`config.mk`:
```
export PLATFORM = sky130hd
export DESIGN_NAME = spi_rx_frame_decoder
export DESIGN_NICKNAME = d
export VERILOG_FILES = /design/src/rtl/remora_frame_pkg.sv /design/src/rtl/frame_watchdog.sv /design/src/rtl/spi_rx_frame_decoder.sv
export SDC_FILE = /design/constraint.sdc
export NUM_CORES = 1
export LEC_CHECK = 0
export ABC_AREA = 1
export CORE_UTILIZATION = 54
export DETAILED_ROUTE_END_ITERATION = 8
export HOLD_SLACK_MARGIN = 0.08
export PLACE_DENSITY = 0.83
export SLEW_MARGIN = 20
export SYNTH_ARGS = -nofsm -noshare
export SYNTH_HDL_FRONTEND = slang
export SYNTH_SLANG_ARGS = --single-unit
```
`constraint.sdc`:
```
create_clock -name clk -period 5.04 [get_ports clk]
set_clock_uncertainty 0.1 [all_clocks]
set_input_delay 0.504 -clock clk [delete_from_list [all_inputs] [get_ports clk]]
set_output_delay 0.504 -clock clk [all_outputs]
set_load 0.01 [all_outputs]
```
`src/rtl/remora_frame_pkg.sv`:
```
// Shared constants and helpers for the Remora SPI frame format.
// Multi-byte fields travel little-endian on the wire.
package remora_frame_pkg;

  localparam logic [31:0] HEADER_RX = 32'h77726974;  // "writ"
  localparam logic [31:0] HEADER_TX = 32'h64617461;  // "data"

  localparam int unsigned HDR_W   = 32;
  localparam int unsigned JOINT_W = 32;
  localparam int unsigned VOUT_W  = 16;
  localparam int unsigned BYTE_W  = 8;

  typedef enum logic {
    ST_IDLE,
    ST_CHECK
  } dec_state_t;

  function automatic logic [31:0] swap32(input logic [31:0] x);
    return {x[7:0], x[15:8], x[23:16], x[31:24]};
  endfunction

  function automatic logic [15:0] swap16(input logic [15:0] x);
    return {x[7:0], x[15:8]};
  endfunction

endpackage

```
`src/rtl/frame_watchdog.sv`:
```
// Down-counting frame watchdog: reloads on kick, stops at zero.
// timeout is high whenever the counter has reached zero, including out of reset.
module frame_watchdog #(
  parameter logic [31:0] WDT_CYCLES = 32'd2500000
) (
  input  logic clk,
  input  logic rst_n,
  input  logic kick,
  output logic timeout
);

  logic [31:0] count_q;

  always_ff @(posedge clk) begin
    if (!rst_n) begin
      count_q <= '0;
    end else if (kick) begin
      count_q <= WDT_CYCLES;
    end else if (count_q != '0) begin
      count_q <= count_q - 32'd1;
    end
  end

  assign timeout = (count_q == '0);

endmodule

```
`src/rtl/spi_rx_frame_decoder.sv`:
```
// Captures a received SPI frame on the pkg_ok rising edge, validates the header
// and latches the byte-swapped command fields; a watchdog forces safe outputs.
module spi_rx_frame_decoder #(
  parameter int unsigned BUFFER_SIZE = 96,
  parameter logic [31:0] HEADER_RX   = remora_frame_pkg::HEADER_RX,
  parameter int unsigned JOINTS      = 1,
  parameter int unsigned VOUTS       = 1,
  parameter int unsigned DOUTS       = 8,
  parameter logic [31:0] WDT_CYCLES  = 32'd2500000
) (
  input  logic                   clk,
  input  logic                   rst_n,
  input  logic [BUFFER_SIZE-1:0] rx_data,
  input  logic                   pkg_ok,
  output logic [32*JOINTS-1:0]   jointFreqCmd,
  output logic [JOINTS-1:0]      jointEnable,
  output logic [16*VOUTS-1:0]    setPoint,
  output logic [DOUTS-1:0]       dout,
  output logic                   frame_valid,
  output logic                   frame_err,
  output logic                   wdt_timeout,
  output logic [15:0]            err_cnt
);

  import remora_frame_pkg::*;

  localparam int unsigned JOINT_TOP = BUFFER_SIZE - HDR_W;
  localparam int unsigned VOUT_TOP  = JOINT_TOP - JOINT_W * JOINTS;
  localparam int unsigned EN_TOP    = VOUT_TOP - VOUT_W * VOUTS;
  localparam int unsigned EN_W      = BYTE_W * ((JOINTS + 7) / 8);
  localparam int unsigned DOUT_TOP  = EN_TOP - EN_W;
  localparam int unsigned DOUT_W    = BYTE_W * ((DOUTS + 7) / 8);

  dec_state_t state_q, state_d;

  logic                   pkg_ok_q;
  logic [BUFFER_SIZE-1:0] shadow;
  logic                   capture, accept, reject;
  logic                   header_ok;

  logic [32*JOINTS-1:0] joint_rx, joint_q;
  logic [JOINTS-1:0]    enable_rx, enable_q;
  logic [16*VOUTS-1:0]  vout_rx, vout_q;
  logic [DOUTS-1:0]     dout_rx, dout_q;
  logic                 frame_valid_q, frame_err_q;
  logic [15:0]          err_cnt_q;

  // Padding bits of the enable/dout fields and any trailing bits carry no data.
  logic unused_shadow;
  assign unused_shadow = ^shadow;

  assign header_ok = (swap32(shadow[BUFFER_SIZE-1 -: 32]) == HEADER_RX);

  for (genvar j = 0; j < JOINTS; j++) begin : g_joint
    assign joint_rx[32*j +: 32] = swap32(shadow[JOINT_TOP-1-32*j -: 32]);
    assign enable_rx[j]         = shadow[EN_TOP-1-j];
  end

  for (genvar v = 0; v < VOUTS; v++) begin : g_vout
    assign vout_rx[16*v +: 16] = swap16(shadow[VOUT_TOP-1-16*v -: 16]);
  end

  for (genvar n = 0; n < DOUTS; n++) begin : g_dout
    assign dout_rx[n] = shadow[DOUT_TOP-DOUT_W+n];
  end

  always_ff @(posedge clk) begin
    if (!rst_n) begin
      state_q <= ST_IDLE;
    end else begin
      state_q <= state_d;
    end
  end

  always_comb begin
    state_d = state_q;
    capture = 1'b0;
    accept  = 1'b0;
    reject  = 1'b0;
    case (state_q)
      ST_IDLE: begin
        if (pkg_ok && !pkg_ok_q) begin
          capture = 1'b1;
          state_d = ST_CHECK;
        end
      end
      ST_CHECK: begin
        state_d = ST_IDLE;
        accept  = header_ok;
        reject  = !header_ok;
      end
      default: state_d = ST_IDLE;
    endcase
  end

  always_ff @(posedge clk) begin
    if (!rst_n) begin
      pkg_ok_q      <= 1'b0;
      shadow        <= '0;
      joint_q       <= '0;
      enable_q      <= '0;
      vout_q        <= '0;
      dout_q        <= '0;
      frame_valid_q <= 1'b0;
      frame_err_q   <= 1'b0;
      err_cnt_q     <= '0;
    end else begin
      pkg_ok_q      <= pkg_ok;
      frame_valid_q <= accept;
      frame_err_q   <= reject;
      if (capture) begin
        shadow <= rx_data;
      end
      if (accept) begin
        joint_q  <= joint_rx;
        enable_q <= enable_rx;
        vout_q   <= vout_rx;
        dout_q   <= dout_rx;
      end
      if (reject && (err_cnt_q != '1)) begin
        err_cnt_q <= err_cnt_q + 16'd1;
      end
    end
  end

  frame_watchdog #(
    .WDT_CYCLES(WDT_CYCLES)
  ) u_wdt (
    .clk     (clk),
    .rst_n   (rst_n),
    .kick    (accept),
    .timeout (wdt_timeout)
  );

  // setPoint deliberately bypasses the watchdog and keeps its last value.
  assign jointFreqCmd = wdt_timeout ? '0 : joint_q;
  assign jointEnable  = wdt_timeout ? '0 : enable_q;
  assign dout         = wdt_timeout ? '0 : dout_q;
  assign setPoint     = vout_q;
  assign frame_valid  = frame_valid_q;
  assign frame_err    = frame_err_q;
  assign err_cnt      = err_cnt_q;

endmodule

```
# After elaboration in Yosys (flattened, before gate mapping)

Cells that the tools add are included.

Bits in registers: 205
Input port bits: 99
Output and inout port bits: 76
Word-level logic and storage cells: 36

Add/sub/neg operators: 2
Equality and inequality tests: 2
Mux-type cells: 10
Bitwise operators: 2
Reduce and logical (&&, ||, !) cells: 8

Operators by type and width:

| kind                    | count |
|---|---|
| $mux W22                | 2 |
| $eq A32 B31 Y1 const B  | 1 |
| $logic_not A32 Y1       | 1 |
| $mux W32                | 1 |
| $reduce_bool A32 Y1     | 1 |
| $sub A32 B1 Y32 const B | 1 |
| $add A16 B1 Y16 const B | 1 |
| $ne A16 B16 Y1 const B  | 1 |
| $mux W8                 | 1 |
| $mux W1                 | 5 |
| $logic_and A1 B1 Y1     | 2 |
| $logic_not A1 Y1        | 2 |
| $not A1 Y1              | 2 |
| $pmux W1 S2             | 1 |
| $reduce_bool A2 Y1      | 1 |
| $reduce_or A2 Y1        | 1 |

# Logic depth before layout (Yosys ltp)

Depth after elaboration: 4
Gate-level depth with buffers: 11
Gate-level depth less buffers: 10

# By module

From an unflattened synthesis, not the netlist that was laid out.

Cell total of the unflattened synthesis: 1250
Area, all modules: 8574.5 µm²

Modules (own cells, without submodules):

| module               | times used | cells an instance | area each (µm²) | sequential area each (µm²) |
|---|---|---|---|---|
| spi_rx_frame_decoder | 1          | 937               | 6625.1          | 3323.2 |
| frame_watchdog       | 1          | 313               | 1949.4          | 640.6 |

# Worst setup path before layout

No wires, ideal clock.

Path kind: flip-flop to output port
Start point: reg u_wdt.count_q[8]
End point: out dout[0]
Arrival: 1245 ps
Data required time: 4436 ps
Path slack: 3191 ps
Stages on the path, launching flop included: 10
Path buffers: 1
Path through: dfxtp_1 nor2_1 nand2_1 nor2_2 inv_1 nor2_1 nand2_1 inv_2 buf_2 nor2_1

Word-level cells in the longest chain between the ends: 2

RTL lines:

| item                     | RTL line                    | RTL |
|---|---|---|
| start: declaration       | frame_watchdog.sv:12        | `logic [31:0] count_q;` |
| start signal: assignment | frame_watchdog.sv:20        | `count_q <= count_q - 32'd1;` |
| $logic_not A32 Y1        | frame_watchdog.sv:24        | `assign timeout = (count_q == '0);` |
| $mux W8                  | spi_rx_frame_decoder.sv:138 | `assign dout = wdt_timeout ? '0 : dout_q;` |
| end: declaration         | spi_rx_frame_decoder.sv:18  | `output logic [DOUTS-1:0] dout,` |

Every way passes these cells.

# Final worst setup path

Start point: reg u_wdt.count_q[10]
End point: out dout[0]

The elaborated chain is that of the path after synthesis.

==> qor.yml <==
slew_headroom_pct: 34.68
first_iter_violations: 691
portBuffers: 167
synth_top_area_cell: "dfxtp_1"
ys.flop_type: "dfxtp_1"
path_clk_slew_ns: 0.07
synth.distinct_cells: 30
setup_tns_ns: 0
fmax_mhz: 299.1
status: "finished, final reports clean"
fin_crit_sh_pct: 66.34
start_util_pct: 55.49
row_count: 45
core_area_sq_mm: 0.01520
place_congestion: 0.8798
cts_num_sinks: 198
cp_num_buf_inv: 3
cts_root_buf: "clkbuf_16"
synthTopCellsByCount: "nor2_1, nand2_1, dfxtp_1"
netlist.area_leader.share_pct: 46.99
yosys-top-cells-area: "dfxtp_1, nor2_1, nand2_1, o21ai_0, nand3_1"
ys_seq_area_share_pct: 46.99
syn_avg_cell_area_sq_um: 6.937
synth-seq-cells: 198
crit_path_start_kind: "flip-flop"
drtPass1Iterations: 5
setup_violations: 0
drc: 0
path_class: "flip-flop to primary output"
drive_above_1_share_pct: 3.832
worst_pin_slew_ns: 0.9798
synth.net_count: 1318
synth_edf_count: 0
dp_hpwl_microns: 13490
syn_to_final_growth_pct: 26.71
worstPathCellList: "nor2_1, nand2_1, nor2_2, inv_1, nor2_1, nand2_1, inv_2, nor2_1, clkdlybuf4s50_1"
post-route-min-period_ns: 3.344
hold_viol: 0
cts_resized: 0
antenna_found_initial: 0
yosysWarnings: 0
die-area_sq_mm: 0.01613
cp_slowest_cell: "inv_2"
synthCells: 1216
grt_pass1_wl_microns: 33980
cp-end-kind: "primary output"
rsz0062_at_grt: "false"
cts-buffers-inserted: 17
grt_start_max_net_pins: 108
peakVddDrop_uv: 269.7
viasPerCell: 5.101
die_x_microns: 127.0
hold_class: "flip-flop to flip-flop"
grt_remaining_overflow: 0
holdWs_ns: 0.3431
slowest_delay_ns: 0.61
cts_setup_buffers: 0
clk_latency_ns: 0.44
diodes: 0
drv_slew: 0
die_h_microns: 127.0
grt_usage_pct: 26.40
drtAntennaViolNets: 0
num_io_pins: 175
cap_violations: 0
p_total_mw: 4.592
cts_tree: "built"
vias: 7881
p_per_area_mw_per_mm2: 429.6
cp.required_ns: 4.44
cp_max_fo: 42
crit_top_cell: "nor2_1"
netlist_area_sq_mm: 0.008436
synth-async-reset-ratio_pct: 0
cp_top_family: "buffers and inverters"
wirelength_microns: 20900
cts_hold_buffers: 0
clk_path_buf_depth: 2
num-nets-final: 1448
drt-wirelength-per-cell_microns: 13.52
grt_pass1_vias: 7302
post_dp_cell_area_sq_mm: 0.01011
yosysMostFrequentCell: "nor2_1"
final_area_sq_mm: 0.01069
cp_data_arrival_time_ns: 2.74
htreeDepth: 4
power.leakage_nw: 4.534
-- logic make-up (layout without fill, tap and decap cells) --
family                     Yosys count  in the layout  synth area share [%]
and+or+nand+nor                    701            701                 34.10
DFF                                198            198                 46.99
buffers and inverters              153            294                 7.520
AOI/OAI and AO/OA                  132            132                 7.935
xor gates and xnor gates            29             29                 3.011
adders and majority gates            3              3                0.4450
-- flip-flops by register name, indices dropped and copies added (netlist names) --
register / count
enable_q: 1
shadow: 89
pkg_ok_q: 1
frame_valid: 1
joint_q: 32
err_cnt: 16
dout_q: 8
u_wdt.count_q: 32
frame_err: 1
state_q: 1
setPoint: 16
-- where the power goes --
group	switching, mW	internal [mW]
Combinational	0.873	0.527
Clock	0.586	0.754
Sequential	0.131	1.72
-- layout make-up --
cell class              instances  area [sq um]
clock buffers                  20         456.7
flip-flops and latches        198          3964
clock inverters                10         123.9
inverters                      90         337.8
multi-input cells             865          3850
fillers                      1259          4513
repair buffers                174          1722
well taps                     188         235.2
-- cells in the final DEF (no fill, tap or decap), types with 2 or more instances in the layout --
| cell | synthesis | routed |
|---|---|---|
| buf_4 | 0 | 8 |
| bufinv_16 | 0 | 2 |
| o21ai_0 | 92 | 92 |
| a21oi_1 | 37 | 37 |
| inv_2 | 3 | 3 |
| nand2_1 | 264 | 263 |
| clkinv_4 | 0 | 2 |
| ha_1 | 3 | 3 |
| clkinvlp_4 | 0 | 5 |
| dfxtp_1 | 198 | 198 |
| clkdlybuf4s50_1 | 0 | 166 |
| nand3b_1 | 2 | 2 |
| clkbuf_16 | 0 | 17 |
| inv_1 | 86 | 86 |
| nand3_1 | 77 | 77 |
| nor2_1 | 316 | 316 |
| xor2_1 | 18 | 18 |
| clkbuf_8 | 0 | 2 |
| nand4_1 | 28 | 28 |
| xnor2_1 | 11 | 11 |
| o21bai_1 | 2 | 2 |
| nor3_1 | 3 | 3 |
| nor2_4 | 2 | 3 |
| nor2_2 | 3 | 2 |
-- metal layers --
layer / wire [microns] / GRT usage, % / vias up / part of all wire [%]
li1: - / - / 4074 / -
met1: 9366 / 31.75 / 3580 / 45
met2: 9999 / 45.96 / 203 / 48
met3: 1188 / 6.826 / 24 / 5.7
met4: 341 / 8.754 / 0 / 1.6
met5: 0 / 0 / - / 0
-- through the flow --
step / instances / util (%) / setup WS, ns
floorplan: 1216 / - / 3.191
global placement: 1515 / 66.49 / 2.003
detailed placement: 1515 / 66.49 / 1.936
CTS: 1545 / 70.31 / 1.714
global route: 1545 / 70.31 / 1.498
finish: 1545 / 70.31 / 1.696
-- final timing paths --
check                            startpoint                       end  slack [ns]  cells past startpoint
min reg2reg         shadow[15]$_SDFFE_PN0P_     enable_q$_SDFFE_PN0P_        0.34                      2
max          u_wdt.count_q[10]$_SDFFE_PN0P_                   dout[0]        1.70                      9
min                 shadow[15]$_SDFFE_PN0P_     enable_q$_SDFFE_PN0P_        0.34                      2
max reg2reg              state_q$_SDFF_PN0_  setPoint[0]$_SDFFE_PN0P_        2.10                      6
-- worst reg2reg max path: stages (launching register included) --
cell,delay (ns)
dfxtp_1,0.90
nand3_2,0.44
buf_4,0.47
nor2_4,0.16
buf_4,0.57
nand2_1,0.17
nand2_1,0.09
No activity file was read; power rests on OpenSTA's default activity.
